## src/rtl/aes_dec_round_ctrl.sv

```systemverilog
// aes_dec_round_ctrl: sequencer for an iterative AES-128 decrypt datapath.
//
// One shared inverse-round unit, the key-expansion unit and the final inverse
// sub/shift/key-add stage are stepped by this controller. It holds no datapath
// registers. It only issues enables, the round constant and the round-key
// slice select.
//
// Ports:
//   clk, reset           rising-edge clock, asynchronous active-high reset
//   key_valid/key_ready  key handshake (key itself lives on the datapath bus)
//   kexp_start           one-cycle pulse starting key expansion
//   kexp_done            key expansion finished (level or pulse)
//   kexp_err             sticky: key expansion timed out
//   in_valid/in_ready    ciphertext block handshake
//   dp_load_init         datapath loads state ^ key[NUM_ROUNDS-1]
//   dp_round_en          inverse-round register advances
//   dp_final_en          final stage result captured
//   rc, key_idx          round constant / round-key slice select
//   out_valid/out_ready  plaintext handshake
//   busy                 controller not idle
//   perf_blocks          (AES_DEC_PERF_COUNT_EN only) delivered block count
//   perf_stall           (AES_DEC_PERF_COUNT_EN only) saturating output stall count
//
// Optional feature macro: AES_DEC_PERF_COUNT_EN adds the two perf counters.
//
// All outputs except in_ready are registers decoded from the next state, so
// they are Moore outputs with no input-to-output paths. in_ready additionally
// gates on key_valid so a pending key wins over a block in the same cycle.

module aes_dec_round_ctrl #(
  parameter int unsigned NUM_ROUNDS   = 10,
  parameter int unsigned KEXP_TIMEOUT = 64
) (
  input  logic        clk,
  input  logic        reset,
  input  logic        key_valid,
  output logic        key_ready,
  output logic        kexp_start,
  input  logic        kexp_done,
  output logic        kexp_err,
  input  logic        in_valid,
  output logic        in_ready,
  output logic        dp_load_init,
  output logic        dp_round_en,
  output logic        dp_final_en,
  output logic [3:0]  rc,
  output logic [3:0]  key_idx,
  output logic        out_valid,
  input  logic        out_ready,
  output logic        busy
`ifdef AES_DEC_PERF_COUNT_EN
  ,
  output logic [31:0] perf_blocks,
  output logic [15:0] perf_stall
`endif
);

  localparam logic [3:0] LastIdx     = 4'(NUM_ROUNDS - 1);
  localparam logic [7:0] TimeoutLast = 8'(KEXP_TIMEOUT - 1);

  typedef enum logic [2:0] {
    StIdle,
    StKexp,
    StInit,
    StRound,
    StFinal,
    StOutv
  } state_e;

  state_e      state_q, state_d;
  logic [3:0]  cnt_q, cnt_d;
  logic [7:0]  tcnt_q, tcnt_d;
  logic        key_loaded_q, key_loaded_d;
  logic        kexp_err_d;
  logic        in_rdy_q;

  // Registered output next values.
  logic        key_ready_d, in_rdy_d, kexp_start_d, busy_d;
  logic        load_init_d, round_en_d, final_en_d, out_valid_d;
  logic [3:0]  rc_d, key_idx_d;

  logic        key_acc, blk_acc, out_acc;

  assign in_ready = in_rdy_q & ~key_valid;
  assign key_acc  = key_valid & key_ready;
  assign blk_acc  = in_valid & in_ready;
  assign out_acc  = out_valid & out_ready;

  always_comb begin
    state_d      = state_q;
    cnt_d        = cnt_q;
    tcnt_d       = tcnt_q;
    key_loaded_d = key_loaded_q;
    kexp_err_d   = kexp_err;

    unique case (state_q)
      StIdle: begin
        if (key_acc) begin
          state_d      = StKexp;
          kexp_err_d   = 1'b0;
          key_loaded_d = 1'b0;
          tcnt_d       = 8'd0;
        end else if (blk_acc) begin
          state_d = StInit;
        end
      end
      StKexp: begin
        // Done is tested first so it wins over a simultaneous timeout.
        if (kexp_done) begin
          key_loaded_d = 1'b1;
          state_d      = StIdle;
        end else if (tcnt_q >= TimeoutLast) begin
          kexp_err_d = 1'b1;
          state_d    = StIdle;
        end else begin
          tcnt_d = tcnt_q + 8'd1;
        end
      end
      StInit: begin
        cnt_d   = LastIdx;
        state_d = StRound;
      end
      StRound: begin
        // Counter stops at 1; it never wraps.
        if (cnt_q <= 4'd1) begin
          state_d = StFinal;
        end else begin
          cnt_d = cnt_q - 4'd1;
        end
      end
      StFinal: begin
        state_d = StOutv;
      end
      StOutv: begin
        if (out_acc) begin
          state_d = StIdle;
        end
      end
      default: begin
        state_d = StIdle;
      end
    endcase

    // Moore decode of the state being entered.
    key_ready_d  = (state_d == StIdle);
    in_rdy_d     = (state_d == StIdle) & key_loaded_d;
    kexp_start_d = key_acc;
    busy_d       = (state_d != StIdle);
    load_init_d  = (state_d == StInit);
    round_en_d   = (state_d == StRound);
    final_en_d   = (state_d == StFinal);
    out_valid_d  = (state_d == StOutv);
    rc_d         = 4'd0;
    key_idx_d    = 4'd0;
    unique case (state_d)
      StInit:  key_idx_d = LastIdx;
      StRound: begin
        rc_d      = cnt_d;
        key_idx_d = cnt_d - 4'd1;
      end
      StFinal: key_idx_d = LastIdx;
      default: ;
    endcase
  end

  always_ff @(posedge clk or posedge reset) begin
    if (reset) begin
      state_q      <= StIdle;
      cnt_q        <= 4'd0;
      tcnt_q       <= 8'd0;
      key_loaded_q <= 1'b0;
      kexp_err     <= 1'b0;
      in_rdy_q     <= 1'b0;
      key_ready    <= 1'b0;
      kexp_start   <= 1'b0;
      busy         <= 1'b0;
      dp_load_init <= 1'b0;
      dp_round_en  <= 1'b0;
      dp_final_en  <= 1'b0;
      out_valid    <= 1'b0;
      rc           <= 4'd0;
      key_idx      <= 4'd0;
    end else begin
      state_q      <= state_d;
      cnt_q        <= cnt_d;
      tcnt_q       <= tcnt_d;
      key_loaded_q <= key_loaded_d;
      kexp_err     <= kexp_err_d;
      in_rdy_q     <= in_rdy_d;
      key_ready    <= key_ready_d;
      kexp_start   <= kexp_start_d;
      busy         <= busy_d;
      dp_load_init <= load_init_d;
      dp_round_en  <= round_en_d;
      dp_final_en  <= final_en_d;
      out_valid    <= out_valid_d;
      rc           <= rc_d;
      key_idx      <= key_idx_d;
    end
  end

`ifdef AES_DEC_PERF_COUNT_EN
  always_ff @(posedge clk or posedge reset) begin
    if (reset) begin
      perf_blocks <= 32'd0;
      perf_stall  <= 16'd0;
    end else if (key_acc) begin
      perf_blocks <= 32'd0;
      perf_stall  <= 16'd0;
    end else begin
      if (out_acc) begin
        perf_blocks <= perf_blocks + 32'd1;
      end
      if (out_valid && !out_ready && (perf_stall != 16'hFFFF)) begin
        perf_stall <= perf_stall + 16'd1;
      end
    end
  end
`endif

endmodule

```

## config.mk

```make
export PLATFORM = sky130hd
export DESIGN_NAME = aes_dec_round_ctrl
export DESIGN_NICKNAME = d
export VERILOG_FILES = /design/src/rtl/aes_dec_round_ctrl.sv
export SDC_FILE = /design/constraint.sdc
export NUM_CORES = 1
export LEC_CHECK = 0
export ABC_AREA = 1
export CAP_MARGIN = 10
export CORE_MARGIN = 1
export CORE_UTILIZATION = 40
export CTS_CLUSTER_SIZE = 14
export DETAILED_ROUTE_END_ITERATION = 7
export PLACE_DENSITY = 0.64
export SETUP_SLACK_MARGIN = 0.1
export SYNTH_ARGS = -nofsm -noshare
export SYNTH_HDL_FRONTEND = slang
export SYNTH_SLANG_ARGS = --single-unit
```

## constraint.sdc

```tcl
create_clock -name clk -period 1.7 [get_ports clk]
set_clock_uncertainty 0.05 [all_clocks]
set_input_delay 0.51 -clock clk [delete_from_list [all_inputs] [get_ports clk]]
set_output_delay 0.51 -clock clk [all_outputs]
set_load 0.03 [all_outputs]
```

==> results of run 1 <==
==> power by group through the flow <==
stage	logic (mW)	registers, mW	clock network [mW]
finish	3.23	1.30	0.880
global route	3.48	1.32	0.932
CTS	2.51	1.26	0.888
detailed placement	2.30	1.28	0
global placement	2.25	1.26	0
floorplan	1.27	1.53	0
==> final cells by class <==
type                       count  area, um^2
fill                         265        1180
sequential                    33         827
multi-input combinational    100         747
timing repair buffer          67         592
inverter                      38         150
clock buffer                   5        68.8
clock inverter                 3        65.1
tap                           48        60.1
==> per-layer routing <==
| metal | up-vias | share of wire (%) | track usage [%] |
|---|---|---|---|
| li1 | 669 | - | - |
| met1 | 707 | 37 | 19.7 |
| met2 | 28 | 55 | 31.7 |
| met3 | 18 | 3.6 | 4.82 |
| met4 | 0 | 4.2 | 9.17 |
| met5 | - | 0 | 0 |
==> synth_stat cells (2+ instances only) <==
master   number
o21ai_2       2
o21ai_0       3
nor3_1        2
ha_1          4
nor2_4        6
inv_1        34
nand3_1      14
dfrtp_1      33
inv_2         4
nand2_2       6
nor2_2        3
nand2_1      29
a21oi_1       3
xor2_1        2
nor2_1       16
==> flip-flops by register name, indices dropped and copies added, names as in the netlist <==
signal	cells
tcnt_q	8
kexp_start	1
key_idx	4
key_ready	1
dp_load_init	1
key_loaded_q	1
dp_final_en	1
in_rdy_q	1
out_valid	1
state_q	3
dp_round_en	1
kexp_err	1
cnt_q	4
rc	4
busy	1
==> repair_timing <==
item,in CTS,in global routing
pin swaps,9,17
setup endpoints to repair,29,27
hold buffers,0,0
resized for setup,33,38
setup buffers,7,27
==> worst max-delay path: stages, from the launching register on <==
cell and delay [ps]:
dfrtp_1 410, inv_2 70, ha_4 170, inv_4 50
nand2_4 50, nand2_4 100, nand4_1 200, nand2_2 170
inv_2 60, ha_4 160, xnor2_2 120, nor2_1 100
==> through the flow <==
| stage | std cells | cell area [um^2] | setup TNS [ps] | hold WS [ps] | power [mW] |
|---|---|---|---|---|---|
| 6_report | 294 | 2510 | -164 | 455 | 5.40 |
| 2_1_floorplan | 171 | 1590 | 0 | 423 | 2.80 |
| 4_1_cts | 269 | 2210 | 0 | 457 | 4.66 |
| 3_5_place_dp | 254 | 1980 | -1410 | 447 | 3.57 |
| 5_1_grt | 294 | 2510 | -651 | 483 | 5.74 |
| 3_3_place_gp | 254 | 1980 | -995 | 433 | 3.51 |
==> final timing paths <==
kind	from	end	slack (ps)	cells after the start
max	cnt_q[0]$_DFF_PP0_	key_idx[2]$_DFF_PP0_	-80	11
min	tcnt_q[6]$_DFFE_PP0P_	tcnt_q[6]$_DFFE_PP0P_	460	2
max reg2reg	cnt_q[0]$_DFF_PP0_	key_idx[2]$_DFF_PP0_	-80	11
min reg2reg	tcnt_q[6]$_DFFE_PP0P_	tcnt_q[6]$_DFFE_PP0P_	460	2
max in group asynchronous	reset	state_q[2]$_DFF_PP0_	910	3
min in group asynchronous	reset	key_idx[1]$_DFF_PP0_	510	3
==> cell families after synthesis <==
logic type | after synthesis | share of synthesized area, %
compound gates | 11 | 4.98
xor+xnor | 3 | 1.69
fa+ha+maj | 4 | 3.21
buf+inv | 38 | 9.16
flops | 33 | 53.0
simple gates | 82 | 28.0
==> flow_summary.ini, run 1 <==
[global_route]
antenna_found_initial = 0
grt_usage_pct = 18.0
grt-ovfl-total = 0
first_global_vias = 1270
grt_pass1_wl_um = 5530
grt_start_max_net_pins = 34

[floorplan]
ios = 23
start_util_pct = 42.2
row_count = 22
die_area_um2 = 4150
die_w_um = 64.4
core_um2 = 3690
die_height_um = 64.4

[power]
netSwitchingPower_mw = 2.25
netSwitchingFraction_pct = 41.7
ir_drop_mv = 0.949
power_frac_seq_pct = 24.0
combPwrFrac_pct = 59.7
powerDensity_nw_per_um2 = 2150
leakage_nw = 1.31
pwr-share-clk_pct = 16.3
p_int_mw = 3.15

[cts]
cts_buffers = 5
cts_buffer_depth = 2
cts.sinks = 33
path_clk_slew_ps = 70
tritoncts = yes
h-tree-depth = 2
clkLatencyLatePin_ps = 290
cts_root_buf = clkbuf_8

[drt]
drt_iter0_drc = 49
ant_nets = 0
via_count = 1422
drc = 0
viasPerCell = 4.84
routed_wl_um = 3860
dr.pass1.iters = 4
wl_per_cell_um = 13.1

[yosys]
synth-main-ff-cell = dfrtp_1
netlist_instances = 171
synth_fp_nets = 181
yosysSeqAreaShare_pct = 53.0
synth-edff-count = 0
synthDistinctLibCells = 25
yosys_warnings = 0
yosysTopAreaCell = dfrtp_1
ys_async_sr_fraction_pct = 100
netlist.area_leader.share_pct = 53.0
syn_area_per_cell_um2 = 9.11
synth_area_um2 = 1560
ys_seq_elements = 33
synth.area.top_cells = dfrtp_1 53%, inv_1 8.2%, nand2_1 7.0%

[finish]
layout_commonest_cell = buf_4
final_core_util_pct = 68.0
final_cell_mix = 36 x buf_4, 32 x dfrtp_1, 29 x inv_1
antenna_cells = 0
final_layout_size_suffix_gt1_share_pct = 45.5
area_growth_pct = 61.1
fin_nets = 255

[sta]
hold_viol = 0
setup_slack_ps = -77.1
min_period_ps = 1780
setup_viol = 4
slew_headroom_pct = 79.8
finalCritPeriodShare_pct = 105
worstMarginPinSlew_ps = 301
rsz0062_at_grt = true
max_freq_mhz = 563
slew_violations = 0

[run_status]
status = finished, violations left
violations = negative setup slack

[min_path]
hp-class = reg2reg

[placement]
port_buffers = 22
gp_congestion = 0.889
dp_slack_ps = -197
dp_hpwl_um = 2240

[run]
drv_cap = 0

[critical_path]
worstSetupPathType = reg2reg
path_max_fanout = 6
cp-start-kind = flip-flop
worst_ep_arrival_time_ps = 1950
endpoint_kind = flip-flop
crit_required_ps = 1880
(Power assumes the default switching activity.)
==> run 2: changes to the inputs <==
--- a/config.mk
+++ b/config.mk
@@ -6,7 +6,8 @@
 export NUM_CORES = 1
 export LEC_CHECK = 0
 export ABC_AREA = 1
-export CAP_MARGIN = 10
+export ABC_CLOCK_PERIOD_IN_PS = 1700
+export CAP_MARGIN = 40
 export CORE_MARGIN = 1
 export CORE_UTILIZATION = 40
 export CTS_CLUSTER_SIZE = 14
==> results of run 2 <==
No change in the layout: final DEF, timing and power equal those of run 1.
